[src/rtl/vend_dispense_ctrl.sv]
// vend_dispense_ctrl: coin credit, drink selection, timed dispense and tick-paced refund; VEND_STATS_EN enables the vend counter
module vend_dispense_ctrl #(
    parameter int PRICE1     = 1,
    parameter int PRICE2     = 2,
    parameter int PRICE3     = 3,
    parameter int MAX_CREDIT = 3,
    parameter int CREDIT_W   = 2,
    parameter int DISP_TICKS = 4
) (
    input  logic                clk,
    input  logic                btnC,
    input  logic                tick,
    input  logic                coin_in,
    input  logic [2:0]          sel,
    input  logic                cancel,
    output logic [CREDIT_W-1:0] credit,
    output logic [2:0]          motor,
    output logic                change_out,
    output logic                coin_reject,
    output logic                sel_err,
    output logic                busy,
    output logic [15:0]         vend_count
);
    localparam int TW = $clog2(DISP_TICKS + 1);
    localparam logic [CREDIT_W:0] MAXC = (CREDIT_W+1)'(MAX_CREDIT);
    typedef enum logic [1:0] {IDLE, DISPENSE, REFUND} state_t;
    state_t state, state_n;
    logic [TW-1:0] timer, timer_n;
    logic [CREDIT_W-1:0] credit_n, price;
    logic [CREDIT_W:0] sum;
    logic [2:0] sel_oh, motor_n;
    logic change_n, reject_n, err_n, sel_ok;
    assign sel_oh = sel & (~sel + 3'd1);
    assign price = sel_oh[0] ? CREDIT_W'(PRICE1) : sel_oh[1] ? CREDIT_W'(PRICE2) : CREDIT_W'(PRICE3);
    assign sel_ok = |sel && credit >= price;
    assign sum = {1'b0, credit} - (sel_ok ? {1'b0, price} : '0) + (CREDIT_W+1)'(coin_in);
    // next-state and registered-output values for the sequencer
    always_comb begin
        state_n  = state;
        credit_n = credit;
        timer_n  = timer;
        motor_n  = motor;
        change_n = 1'b0;
        reject_n = 1'b0;
        err_n    = 1'b0;
        case (state)
            IDLE: begin
                credit_n = sum > MAXC ? MAXC[CREDIT_W-1:0] : sum[CREDIT_W-1:0];
                reject_n = sum > MAXC;
                err_n    = |sel && !sel_ok;
                if (sel_ok) begin
                    state_n = DISPENSE;
                    timer_n = TW'(DISP_TICKS);
                    motor_n = sel_oh;
                end else if (cancel && credit != '0)
                    state_n = REFUND;
            end
            DISPENSE: begin
                reject_n = coin_in;
                if (tick) begin
                    timer_n = timer - TW'(1);
                    if (timer == TW'(1)) begin
                        motor_n = '0;
                        state_n = credit != '0 ? REFUND : IDLE;
                    end
                end
            end
            REFUND: begin
                reject_n = coin_in;
                if (tick && credit != '0) begin
                    change_n = 1'b1;
                    credit_n = credit - CREDIT_W'(1);
                    state_n  = credit == CREDIT_W'(1) ? IDLE : REFUND;
                end
            end
            default: state_n = IDLE;
        endcase
    end
    // state and output registers; btnC overrides everything
    always_ff @(posedge clk) begin
        if (btnC) begin
            state       <= IDLE;
            credit      <= '0;
            timer       <= '0;
            motor       <= '0;
            change_out  <= 1'b0;
            coin_reject <= 1'b0;
            sel_err     <= 1'b0;
            busy        <= 1'b0;
        end else begin
            state       <= state_n;
            credit      <= credit_n;
            timer       <= timer_n;
            motor       <= motor_n;
            change_out  <= change_n;
            coin_reject <= reject_n;
            sel_err     <= err_n;
            busy        <= state_n != IDLE;
        end
    end
`ifdef VEND_STATS_EN
    // count every entry into DISPENSE, wrapping at 16 bits
    always_ff @(posedge clk) begin
        if (btnC)
            vend_count <= '0;
        else if (state_n == DISPENSE && state != DISPENSE)
            vend_count <= vend_count + 16'd1;
    end
`else
    assign vend_count = 16'h0000;
`endif
endmodule

[config.mk]
export PLATFORM = sky130hd
export DESIGN_NAME = vend_dispense_ctrl
export DESIGN_NICKNAME = d
export VERILOG_FILES = /design/src/rtl/vend_dispense_ctrl.sv
export SDC_FILE = /design/constraint.sdc
export NUM_CORES = 1
export LEC_CHECK = 0
export ABC_AREA = 1
export BUFFER_PORTS_ARGS = -buffer_cell sky130_fd_sc_hd__buf_2
export CORE_MARGIN = 3
export CORE_UTILIZATION = 54
export DETAILED_ROUTE_END_ITERATION = 10
export PLACE_DENSITY = 0.84
export SYNTH_ARGS = -nofsm -noshare
export SYNTH_HDL_FRONTEND = slang
export SYNTH_SLANG_ARGS = --single-unit
[constraint.sdc]
create_clock -name clk -period 3.8 [get_ports clk]
set_clock_uncertainty 0.15 [all_clocks]
set_input_delay 0.38 -clock clk [delete_from_list [all_inputs] [get_ports clk]]
set_output_delay 0.38 -clock clk [all_outputs]
set_load 0.05 [all_outputs]
Word level (Yosys, flattened, before mapping)

Index checks and enable logic that the tools add are counted.

Flip-flop bits (word level): 14
Input port bits: 8
Output and inout bits: 25

Add/subtract/negate cells: 5
$lt $le $gt $ge: 2
Eq/ne operators: 8
Muxes and demuxes: 23
Bitwise logic cells: 4
Reduce and logical (&&, ||, !) cells: 17

Operators by type and width:

| kind                | number |
|---|---|
| $mux 2              | 11 |
| $mux 3              | 5 |
| $pmux 3 s2          | 2 |
| $ne 2x2->1 const B  | 4 |
| $reduce_bool 2->1   | 4 |
| $pmux 2 s3          | 1 |
| $reduce_or 2->1     | 3 |
| $eq 2x1->1 const B  | 2 |
| $logic_and 1x1->1   | 4 |
| $pmux 2 s2          | 1 |
| $reduce_and 4->1    | 1 |
| $add 3x1->3         | 1 |
| $add 3x1->3 const B | 1 |
| $and 3x3->3         | 1 |
| $eq 3x1->1 const B  | 1 |
| $gt 3x2->1 const B  | 1 |
| $not 3->3           | 1 |
| $reduce_and 3->1    | 1 |
| $reduce_or 3->1     | 1 |
| $sub 2x2->3         | 1 |
| $sub 3x1->3 const B | 1 |
| $eq 2x2->1 const B  | 1 |
| $ge 2x2->1          | 1 |
| $logic_not 2->1     | 1 |
| 6 further kinds     | 8 |

Logic depth before layout (Yosys ltp)

Gate-level depths: netlist of the first run.

Word-level depth: 13
Depth in mapped cells: 18
Depth with buffers taken out: 18

Worst setup path after synthesis of the first run

Ideal clock, no wire load.

Kind: reg2reg
Start: register credit[0]
End: register credit[0]
Data arrival time: 2.746 ns
Setup slack: 0.783 ns
Stages on the path, launching flop included: 16
Path buffers: 0
Period minus slack after synthesis: 3.017 ns
Cell sequence: dfxtp_1 inv_1 ha_1 nand2_1 nand3_1 nand2_2 nor2_1 ha_1 inv_1 ha_1 inv_1 fa_1 xnor2_1 nand2_1 o22ai_1 a21oi_1

Cells in the longest elaborated chain, start to end: 8
Elaborated cells between the ends (all ways): 14
Those cells by class: add/sub: 3; order compare: 2; eq/ne: 1; mux: 4; reduce/logical: 4

Ends and longest elaborated chain:

| element                | line | source |
|---|---|---|
| from (decl)            | 16   | `output logic [CREDIT_W-1:0] credit,` |
| from (signal assigned) | 92   | `credit <= credit_n;` |
| $ge 2x2->1             | 35   | `assign sel_ok = \|sel && credit >= price;` |
| $logic_and 1x1->1      | 35   |  |
| $mux 2                 | 36   | `assign sum = {1'b0, credit} - (sel_ok ? {1'b0, price} : '0) + (CREDIT_W+1)'(coin_in);` |
| $sub 2x2->3            | 36   |  |
| $add 3x1->3            | 36   |  |
| $gt 3x2->1             | 48   | `credit_n = sum > MAXC ? MAXC[CREDIT_W-1:0] : sum[CREDIT_W-1:0];` |
| $mux 2                 | 48   |  |
| $pmux 2 s2             | 46   | `case (state)` |

Several ways; a longest one is shown, not always the timed one. The select of a mux whose other input is x is not followed.
A chain may end at the register's enable or synchronous reset.

Final worst setup path of the first run

Ends and elaborated chain as after synthesis.

==> results of run 1 <==
-- layer usage --
| layer | vias up | wire (um) |
|---|---|---|
| li1 | 466 | - |
| met1 | 402 | 794 |
| met2 | 33 | 985 |
| met3 | 6 | 134 |
| met4 | 0 | 40 |
| met5 | - | 0 |
-- cell usage after synthesis --
master,number,area [um^2]
fa_1,1,20.0
nor2_1,7,26.3
nand2_4,1,11.3
nand3_1,11,55.1
buf_4,16,120
o21ai_0,5,25.0
or2_2,1,6.26
nand4_1,4,25.0
nor3_1,1,5.00
conb_1,1,3.75
o22ai_1,2,12.5
nand3_2,2,20.0
ha_1,13,163
o21ai_2,1,8.76
inv_1,25,93.8
dfxtp_1,14,280
o21a_1,1,7.51
nand2_2,2,12.5
nand2_1,27,101
clkbuf_1,1,3.75
or2_0,1,6.26
xnor2_1,1,8.76
buf_6,1,11.3
a21oi_1,8,40.0
-- sequential cells by signal, summed over array words and instances (netlist names) --
name,count
coin_reject,1
state,2
sel_err,1
credit,2
timer,3
busy,1
motor,3
change_out,1
-- through the flow --
step | util (%) | hold WS, ns | power, mW | cells | setup slack [ns]
after CTS | 63.1 | 0.244 | 1.09 | 189 | 0.938
final | 63.1 | 0.251 | 1.08 | 189 | 0.950
after detailed placement | 61.0 | 0.309 | 0.974 | 185 | 0.704
after global placement | 61.0 | 0.298 | 0.954 | 185 | 0.780
after global routing | 63.1 | 0.251 | 1.20 | 189 | 0.749
after floorplan | - | 0.289 | 0.873 | 162 | 0.783
-- power groups by stage --
stage          Clock, mW  Sequential, mW  Combinational (mW)
6_report           0.110           0.235               0.739
5_1_grt            0.119           0.241               0.838
4_1_cts            0.113           0.235               0.742
3_5_place_dp           0           0.238               0.736
3_3_place_gp           0           0.236               0.718
2_1_floorplan          0           0.341               0.532
-- area by class of cell --
class / instances / area [um^2]
clock buffers: 4 / 36.3
multi-input cells: 105 / 614
flip-flops and latches: 14 / 280
repair buffers: 16 / 80.1
inverters: 25 / 93.8
well taps: 25 / 31.3
fillers: 174 / 666
-- worst max path at each step --
stage                 to  depth (start not counted)       from
3_5_place_dp   credit[0]                         17     sel[0]
2_1_floorplan  credit[0]                         15  credit[0]
6_report       credit[0]                         15  credit[0]
5_1_grt        credit[1]                         15  credit[0]
4_1_cts        credit[0]                         15  credit[0]
3_3_place_gp   credit[0]                         17     sel[0]
-- worst reg2reg max path, delay by kind of cell, from the launching register on --
family	cells	cell delay (ns)
adder cells (fa/ha/maj)	4	1.07
flip-flops	1	0.40
AND/OR/NAND/NOR	5	0.46
XOR/XNOR	1	0.25
buffers and inverters	3	0.23
AO/OA/AOI/OAI	2	0.19
-- cells by family (layout without fill, tap and decap cells) --
group           after synthesis  after routing  synth area share, %
simple gates                 57             57                 25.2
buf+inv                      43             45                 21.5
compound gates               17             17                 8.79
fa+ha+maj                    14             14                 17.1
flops                        14             14                 26.3
other cells                   1             16                0.351
xor+xnor                      1              1                0.821
==> impl_metrics.json, run 1 <==
{
  "reg2reg_from": "credit[0]",
  "yosysWarnings": 0,
  "peakVddDrop_v": 0.000461,
  "cts_resized": 0,
  "synth_seq_cells": 14,
  "gp_congestion": 0.839,
  "status": "finished, final reports clean",
  "maxCapViolCount": 0,
  "rows": 15,
  "grt_max_degree": 11,
  "slew_violations": 0,
  "whs_path_depth": 2,
  "io_pins": 33,
  "rsz0062_at_grt": "false",
  "cts_hold_buf": 0,
  "antenna_found_initial": 0,
  "use_met3_pct": 4.15,
  "final_common_cell": "nand2_1",
  "busiest_layer": "met2",
  "gr-total-overflow": 0,
  "reg2reg_slack_ns": 0.95,
  "grt_pass1_vias": 804,
  "r2r_cells": 15,
  "postCtsSetupRepairBufs": 0,
  "clock-sinks": 14,
  "p_leak_nw": 0.619,
  "worstSetupPathType": "flip-flop to flip-flop",
  "max_stage_delay_ns": 0.40,
  "met1_usage_pct": 17.7,
  "min_period_ns": 2.85,
  "drt_first_pass_iters": 4,
  "clk-insertion-delay-late_ns": 0.29,
  "crit_slowest_cell": "dfxtp_1",
  "yosysSeqAreaShare_pct": 26.3,
  "area_growth_pct": 6.45,
  "nets": 187,
  "critical_path.startpoint_type": "flip-flop",
  "die-width_um": 50.5,
  "p_comb_share_pct": 68.2,
  "p_clk_share_pct": 10.1,
  "drt-vias-per-instance": 4.80,
  "r2r-end": "credit[0]",
  "post_dp_cell_area_um2": 1100,
  "gr-usage-met2_pct": 31.1,
  "setup_viol": 0,
  "cts.clk_slew.worst_paths_ns": 0.09,
  "clk_path_buf_depth": 2,
  "fin_tns_setup_ns": 0,
  "switching_share_pct": 54.2,
  "power_density_nw_per_um2": 954,
  "cp_data_arrival_time_ns": 2.88,
  "crit_buf_inv": 3,
  "initial_core_util_pct": 59.2,
  "syn_avg_cell_area_um2": 7.26,
  "ys_types": 24,
  "die_h_um": 50.5,
  "io_buffers": 16,
  "wl_per_cell_um": 10.3,
  "grt_first_pass_wirelength_um": 3240,
  "dp_hpwl_um": 1580,
  "diodes": 0,
  "vias": 907,
  "root_buffer": "clkbuf_4",
  "cp-end-kind": "flip-flop",
  "drt_wl_total_um": 1950,
  "holdCritStartpoint": "btnC",
  "min_to": "coin_reject",
  "drc": 0,
  "cts_buffers": 3,
  "final_cell_area_um2": 1140,
  "coreArea_um2": 1800,
  "drtIter0Drc": 11,
  "cts-htree-levels": 1,
  "holdCritPathClass": "input port to flip-flop",
  "die_area_um2": 2550,
  "drive_above_1_share_pct": 16.5,
  "track_usage_pct": 16.9,
  "final_cell_mix": "nand2_1, inv_1, conb_1, buf_2, dfxtp_1",
  "max_freq_ghz": 0.351,
  "post-route-period-util_pct": 75.0,
  "cts_tree": "done",
  "critPathTopFamily": "adder cells",
  "syn_area_um2": 1070,
  "final-hold-violation-count": 0,
  "p_switching_uw": 587,
  "path_max_fanout": 4,
  "required_ns": 3.83,
  "cp_cell_sequence": "inv_1 > ha_1 > nand2_1 > nand3_1 > nand2_2 > nor2_1 > ha_1 > inv_1 > ha_1 > inv_1 > fa_1 > xnor2_1 > nand2_1 > o22ai_1 > a21oi_1",
  "detail-route-antenna-nets": 0,
  "syn-instance-count": 147,
  "p_seq_share_pct": 21.7,
  "p_int_uw": 496
}
Power figures use the tool's default switching activity.
==> inputs of run 2 (changes only) <==
- ABC_AREA: 1 -> 0
- CORE_UTILIZATION: 54 -> 45
- PLACE_DENSITY: 0.84 -> 0.74
- clock period: 3.8 -> 2.6 ns (I/O delays scaled with it)
==> impl_metrics.json, run 2 <==
{
  "status": "finished with violations",
  "violations": "negative setup slack",
  "syn-instance-count": 122,
  "min_period_ns": 2.77,
  "fin_cells": 183,
  "cts.clk_slew.worst_paths_ns": 0.09,
  "cts_hold_buf": 0,
  "final_cell_mix": "conb_1, buf_2, buf_4",
  "track_usage_pct": 16.7,
  "synth_seq_cells": 14,
  "drt_wl_total_um": 2230,
  "r2r_cells": 13,
  "io_pins": 33,
  "syn_avg_cell_area_um2": 8.87,
  "p_leak_nw": 0.633,
  "yosys-top-cells-count": "buf_4, inv_1, dfxtp_1, ha_1, nor2_1",
  "p_switching_uw": 817,
  "gp_congestion": 0.826,
  "cp_data_arrival_time_ns": 2.79,
  "clk_path_buf_depth": 2,
  "p_clk_share_pct": 9.3,
  "ys_types": 43,
  "rsz0062_at_grt": "true",
  "diodes": 0,
  "setup_viol": 3,
  "worstSetupPathType": "flip-flop to flip-flop",
  "critical_path.startpoint_type": "flip-flop",
  "peakVddDrop_v": 0.000732,
  "switching_share_pct": 47.5,
  "min_to": "motor[2]",
  "synth_area_leaders": "dfxtp_1, ha_1, buf_4",
  "reg2reg_slack_ns": -0.17,
  "p_comb_share_pct": 71.4,
  "drt_first_pass_iters": 5,
  "die-width_um": 55.0,
  "maxCapViolCount": 0,
  "reg2reg_from": "credit[0]",
  "power_mw": 1.72,
  "path_max_fanout": 3,
  "clk-insertion-delay-late_ns": 0.29,
  "cts-htree-levels": 1,
  "grt_pass1_vias": 841,
  "synth_enable_flop_cells": 0,
  "grt_max_degree": 14,
  "yosysSeqAreaShare_pct": 25.9,
  "drc": 0,
  "fillCellCount": 223,
  "yosys.area.top_type_share_pct": 25.9,
  "p_int_uw": 902,
  "top_regs": "motor: 3 flops, timer: 3 flops",
  "io_buffers": 16,
  "r2r-end": "credit[1]",
  "holdCritStartpoint": "sel[2]",
  "power_density_nw_per_um2": 1280,
  "wl_per_cell_um": 12.2,
  "multi_input_area_um2": 722,
  "nets": 178,
  "yosys.area.top_type": "dfxtp_1",
  "synthArstFlopShare_pct": 0,
  "cp-end-kind": "flip-flop",
  "final-hold-violation-count": 0,
  "coreArea_um2": 2250,
  "rows": 17,
  "holdCritPathClass": "input port to flip-flop",
  "yosysWarnings": 0,
  "synth_ff_type": "dfxtp_1",
  "gr-total-overflow": 0,
  "area_growth_pct": 24.2,
  "vias": 904,
  "dp_hpwl_um": 1800,
  "die_area_um2": 3030,
  "final_cell_area_um2": 1340,
  "dp_cells": 177,
  "required_ns": 2.62,
  "clock-sinks": 14,
  "slew_violations": 0,
  "cts_buffers": 3,
  "setup_ws_ns": -0.175,
  "antenna_found_initial": 0,
  "initial_core_util_pct": 48.0,
  "drt-vias-per-instance": 4.94,
  "drtIter0Drc": 15,
  "root_buffer": "clkbuf_4",
  "detail-route-antenna-nets": 0,
  "p_seq_share_pct": 19.3,
  "cts_tree": "done",
  "synth_most_common_cell": "buf_4",
  "drive_above_1_share_pct": 35.5,
  "grt_first_pass_wirelength_um": 3550,
  "die_h_um": 55.0,
  "syn_area_um2": 1080,
  "post_dp_cell_area_um2": 1290,
  "ff_latch_area_um2": 288,
  "dp_worst_setup_slack_ns": -0.443,
  "post-route-period-util_pct": 107,
  "max_freq_ghz": 0.360,
  "whs_path_depth": 3
}
run 2: changes by cell type after synthesis, sizes merged, moves of 3 or more:
cell,change
nor3,+4
a211oi,+3
inv,-9
nand4,-3
a2111oi,+3
nand2b,+3
o21ai,-5
o32ai,+4
a21oi,-5
nand2,-26
nand3,-12
run 2: stage by stage:
| stage | utilization [%] | TNS, ns | hold WS, ns |
|---|---|---|---|
| 3_3_place_gp | 57.1 | -0.688 | 0.305 |
| 6_report | 59.6 | -0.329 | 0.0795 |
| 3_5_place_dp | 57.1 | -1.06 | 0.315 |
| 5_1_grt | 59.6 | -0.724 | 0.0981 |
| 4_1_cts | 59.3 | -0.406 | 0.0749 |
| 2_1_floorplan | - | -0.336 | 0.182 |
run 2: area by class of cell:
cell class / count / area share (%)
Sequential cell: 14 / 21.4
Clock buffer: 4 / 2.70
Timing Repair Buffer: 32 / 14.9
Multi-Input combinational cell: 89 / 53.7
Tap cell: 28 / 2.61
Inverter: 16 / 4.66
run 2: timing repair:
| action | in CTS | in global routing |
|---|---|---|
| resized for setup | 1 | 0 |
| setup buffers | 2 | 2 |
| pin swaps | 2 | 2 |
| endpoints found under the setup margin | 3 | 3 |
run 2: power by group through the flow:
stage          clock, mW  sequential, mW  combinational [mW]
3_3_place_gp           0           0.337                1.15
4_1_cts            0.166           0.334                1.22
2_1_floorplan          0           0.506               0.735
3_5_place_dp           0           0.339                1.19
6_report           0.160           0.332                1.23
5_1_grt            0.171           0.340                1.34
run 2: per-layer routing:
metal	GRT usage (%)	wire length [um]
met3	5.63	138
met2	30.1	1110
met4	4.86	22
met1	18.4	957
met5	0	0
run 2: worst max-delay path: stages (launching register included):
cell	delay (ns)
dfxtp_4	0.36
inv_4	0.06
ha_4	0.19
nand2b_4	0.14
a21oi_4	0.15
a211oi_2	0.05
ha_1	0.30
inv_1	0.07
ha_2	0.17
inv_2	0.04
fa_2	0.39
xor2_2	0.20
nor4b_2	0.08
a2111oi_1	0.32
run 2: how the worst max path moves through the flow:
stage,start,to,slack (ns),cells after the start
global route,credit[0],credit[1],-0.31,13
finish,credit[0],credit[1],-0.17,13
floorplan,credit[0],credit[1],-0.21,13
CTS,credit[0],credit[1],-0.18,13
global placement,sel[0],credit[1],-0.28,15
detailed placement,sel[0],credit[1],-0.44,15
run 2: cell families after synthesis:
family / share of synthesized area, %
muxes: 1.85
AOI/OAI and AO/OA: 18.4
adders and majority gates: 16.9
DFF: 25.9
and+or+nand+nor: 18.4
buffers and inverters: 17.5
xor gates and xnor gates: 0.809
other: 0.346
==> inputs of run 3 (changes only) <==
--- a/config.mk
+++ b/config.mk
@@ -8,5 +8,5 @@
 export ABC_AREA = 0
 export BUFFER_PORTS_ARGS = -buffer_cell sky130_fd_sc_hd__buf_2
-export CORE_MARGIN = 3
+export CORE_MARGIN = 2
 export CORE_UTILIZATION = 45
 export DETAILED_ROUTE_END_ITERATION = 10
==> constraint.sdc (replaced) <==
create_clock -name clk -period 2.6 [get_ports clk]
set_clock_uncertainty 0.15 [all_clocks]
set_input_delay 0.13 -clock clk [delete_from_list [all_inputs] [get_ports clk]]
set_output_delay 0.13 -clock clk [all_outputs]
set_load 0.05 [all_outputs]
==> impl_metrics.json, run 3 (synthesis results as in run 2) <==
{
  "io_pins": 33,
  "p_clk_share_pct": 9.1,
  "dp_hpwl_um": 1840,
  "power_density_nw_per_um2": 1290,
  "gp_congestion": 0.804,
  "peakVddDrop_v": 0.000747,
  "setup_viol": 3,
  "final-hold-violation-count": 0,
  "post_dp_cell_area_um2": 1270,
  "grt_first_pass_wirelength_um": 3630,
  "setup_ws_ns": -0.151,
  "rsz0062_at_grt": "true",
  "die_h_um": 53.0,
  "final_cell_area_um2": 1340,
  "min_to": "timer[1]",
  "r2r_cells": 13,
  "die-width_um": 53.0,
  "vias": 942,
  "coreArea_um2": 2230,
  "p_seq_share_pct": 19.3,
  "die_area_um2": 2810,
  "clk-insertion-delay-late_ns": 0.28,
  "path_max_fanout": 3,
  "drt_wl_total_um": 2340,
  "slew_violations": 0,
  "cts.clk_slew.worst_paths_ns": 0.09,
  "reg2reg_from": "credit[0]",
  "wl_per_cell_um": 12.8,
  "drive_above_1_share_pct": 34.4,
  "diodes": 0,
  "cp-end-kind": "flip-flop",
  "status": "finished with violations",
  "detail-route-antenna-nets": 0,
  "max_freq_ghz": 0.363,
  "holdCritStartpoint": "tick",
  "initial_core_util_pct": 48.5,
  "grt_pass1_vias": 840,
  "rows": 17,
  "antenna_found_initial": 0,
  "p_int_uw": 900,
  "maxCapViolCount": 0,
  "whs_path_depth": 3,
  "p_leak_nw": 0.628,
  "p_switching_uw": 823,
  "area_growth_pct": 23.7,
  "critical_path.startpoint_type": "flip-flop",
  "min_period_ns": 2.75,
  "root_buffer": "clkbuf_4",
  "fin_tns_setup_ns": -0.332,
  "clock-sinks": 14,
  "r2r-end": "credit[1]",
  "drtIter0Drc": 22,
  "p_comb_share_pct": 71.5,
  "required_ns": 2.61,
  "final_cell_mix": "conb_1, buf_2, buf_4",
  "io_buffers": 16,
  "clk_path_buf_depth": 2,
  "drc": 0,
  "drt-vias-per-instance": 5.18,
  "holdCritPathClass": "input port to flip-flop",
  "dp_worst_setup_slack_ns": -0.286,
  "nets": 177,
  "violations": "negative setup slack",
  "switching_share_pct": 47.8,
  "grt_max_degree": 14,
  "cp_data_arrival_time_ns": 2.77,
  "worstSetupPathType": "flip-flop to flip-flop",
  "drt_first_pass_iters": 8,
  "cts-htree-levels": 1,
  "post-route-period-util_pct": 106,
  "power_mw": 1.72,
  "reg2reg_slack_ns": -0.15,
  "cts_tree": "done",
  "holdWs_ns": 0.0578,
  "track_usage_pct": 18.0,
  "cts_buffers": 3,
  "top_regs": "motor: 3 flops, timer: 3 flops",
  "gr-total-overflow": 0
}
==> run 3: cell count changes in the layout (fill, tap and decap cells not counted) <==
cell           delta
buf_4             -2
dlygate4sd3_1     +1
==> run 3: stage by stage <==
step / instances / utilization, %
after detailed placement: 175 / 57.0
final: 182 / 59.9
after global routing: 182 / 59.9
after CTS: 181 / 59.6
after global placement: 175 / 57.0
after floorplan: 137 / -
==> run 3: final cells by class <==
cell class                 count  area [um^2]
timing repair buffer          31          195
fill                         204          895
inverter                      16         62.6
sequential                    14          288
tap                           28         35.0
clock buffer                   4         36.3
multi-input combinational     89          722
==> run 3: critical path, stage by stage, from the launching register on <==
cell and delay (ns):
dfxtp_4 0.36, inv_4 0.04, ha_4 0.25, nand2b_4 0.12, a21oi_4 0.06, a211oi_2 0.16, ha_1 0.25, inv_1 0.06
ha_2 0.16, inv_2 0.04, fa_2 0.39, xor2_2 0.19, nor4b_2 0.07, a2111oi_1 0.33
==> run 3: power by group through the flow <==
stage | clock, mW | combinational (mW) | sequential, mW
6_report | 0.157 | 1.23 | 0.333
5_1_grt | 0.171 | 1.33 | 0.342
4_1_cts | 0.161 | 1.21 | 0.335
3_5_place_dp | 0 | 1.16 | 0.340
3_3_place_gp | 0 | 1.12 | 0.336
2_1_floorplan | 0 | 0.735 | 0.506
==> run 3: worst max-delay path by stage <==
stage / slack (ns) / to / cells past startpoint / from
floorplan: -0.21 / credit[1] / 13 / credit[0]
global placement: -0.16 / credit[1] / 15 / sel[0]
detailed placement: -0.29 / credit[1] / 15 / sel[0]
CTS: -0.18 / credit[1] / 13 / credit[0]
global route: -0.25 / credit[1] / 13 / credit[0]
finish: -0.15 / credit[1] / 13 / credit[0]
==> run 3: repair_timing <==
action / in CTS / in global routing
buffers inserted: 1 / 1
pin swaps: 1 / 1
endpoints found under the hold margin: 1 / 0
gates resized for setup: 1 / 0
setup endpoints to repair: 2 / 3
hold buffers: 1 / 0
==> run 3: layer usage <==
metal  up-vias  share of wire [%]  track usage (%)  routed length (um)
met2        31                 52             32.1                1230
met4         0                2.4             9.40                  57
li1        468                  -                -                   -
met3         7                4.8             3.39                 113
met5         -                  0                0                   0
met1       436                 40             19.9                 939
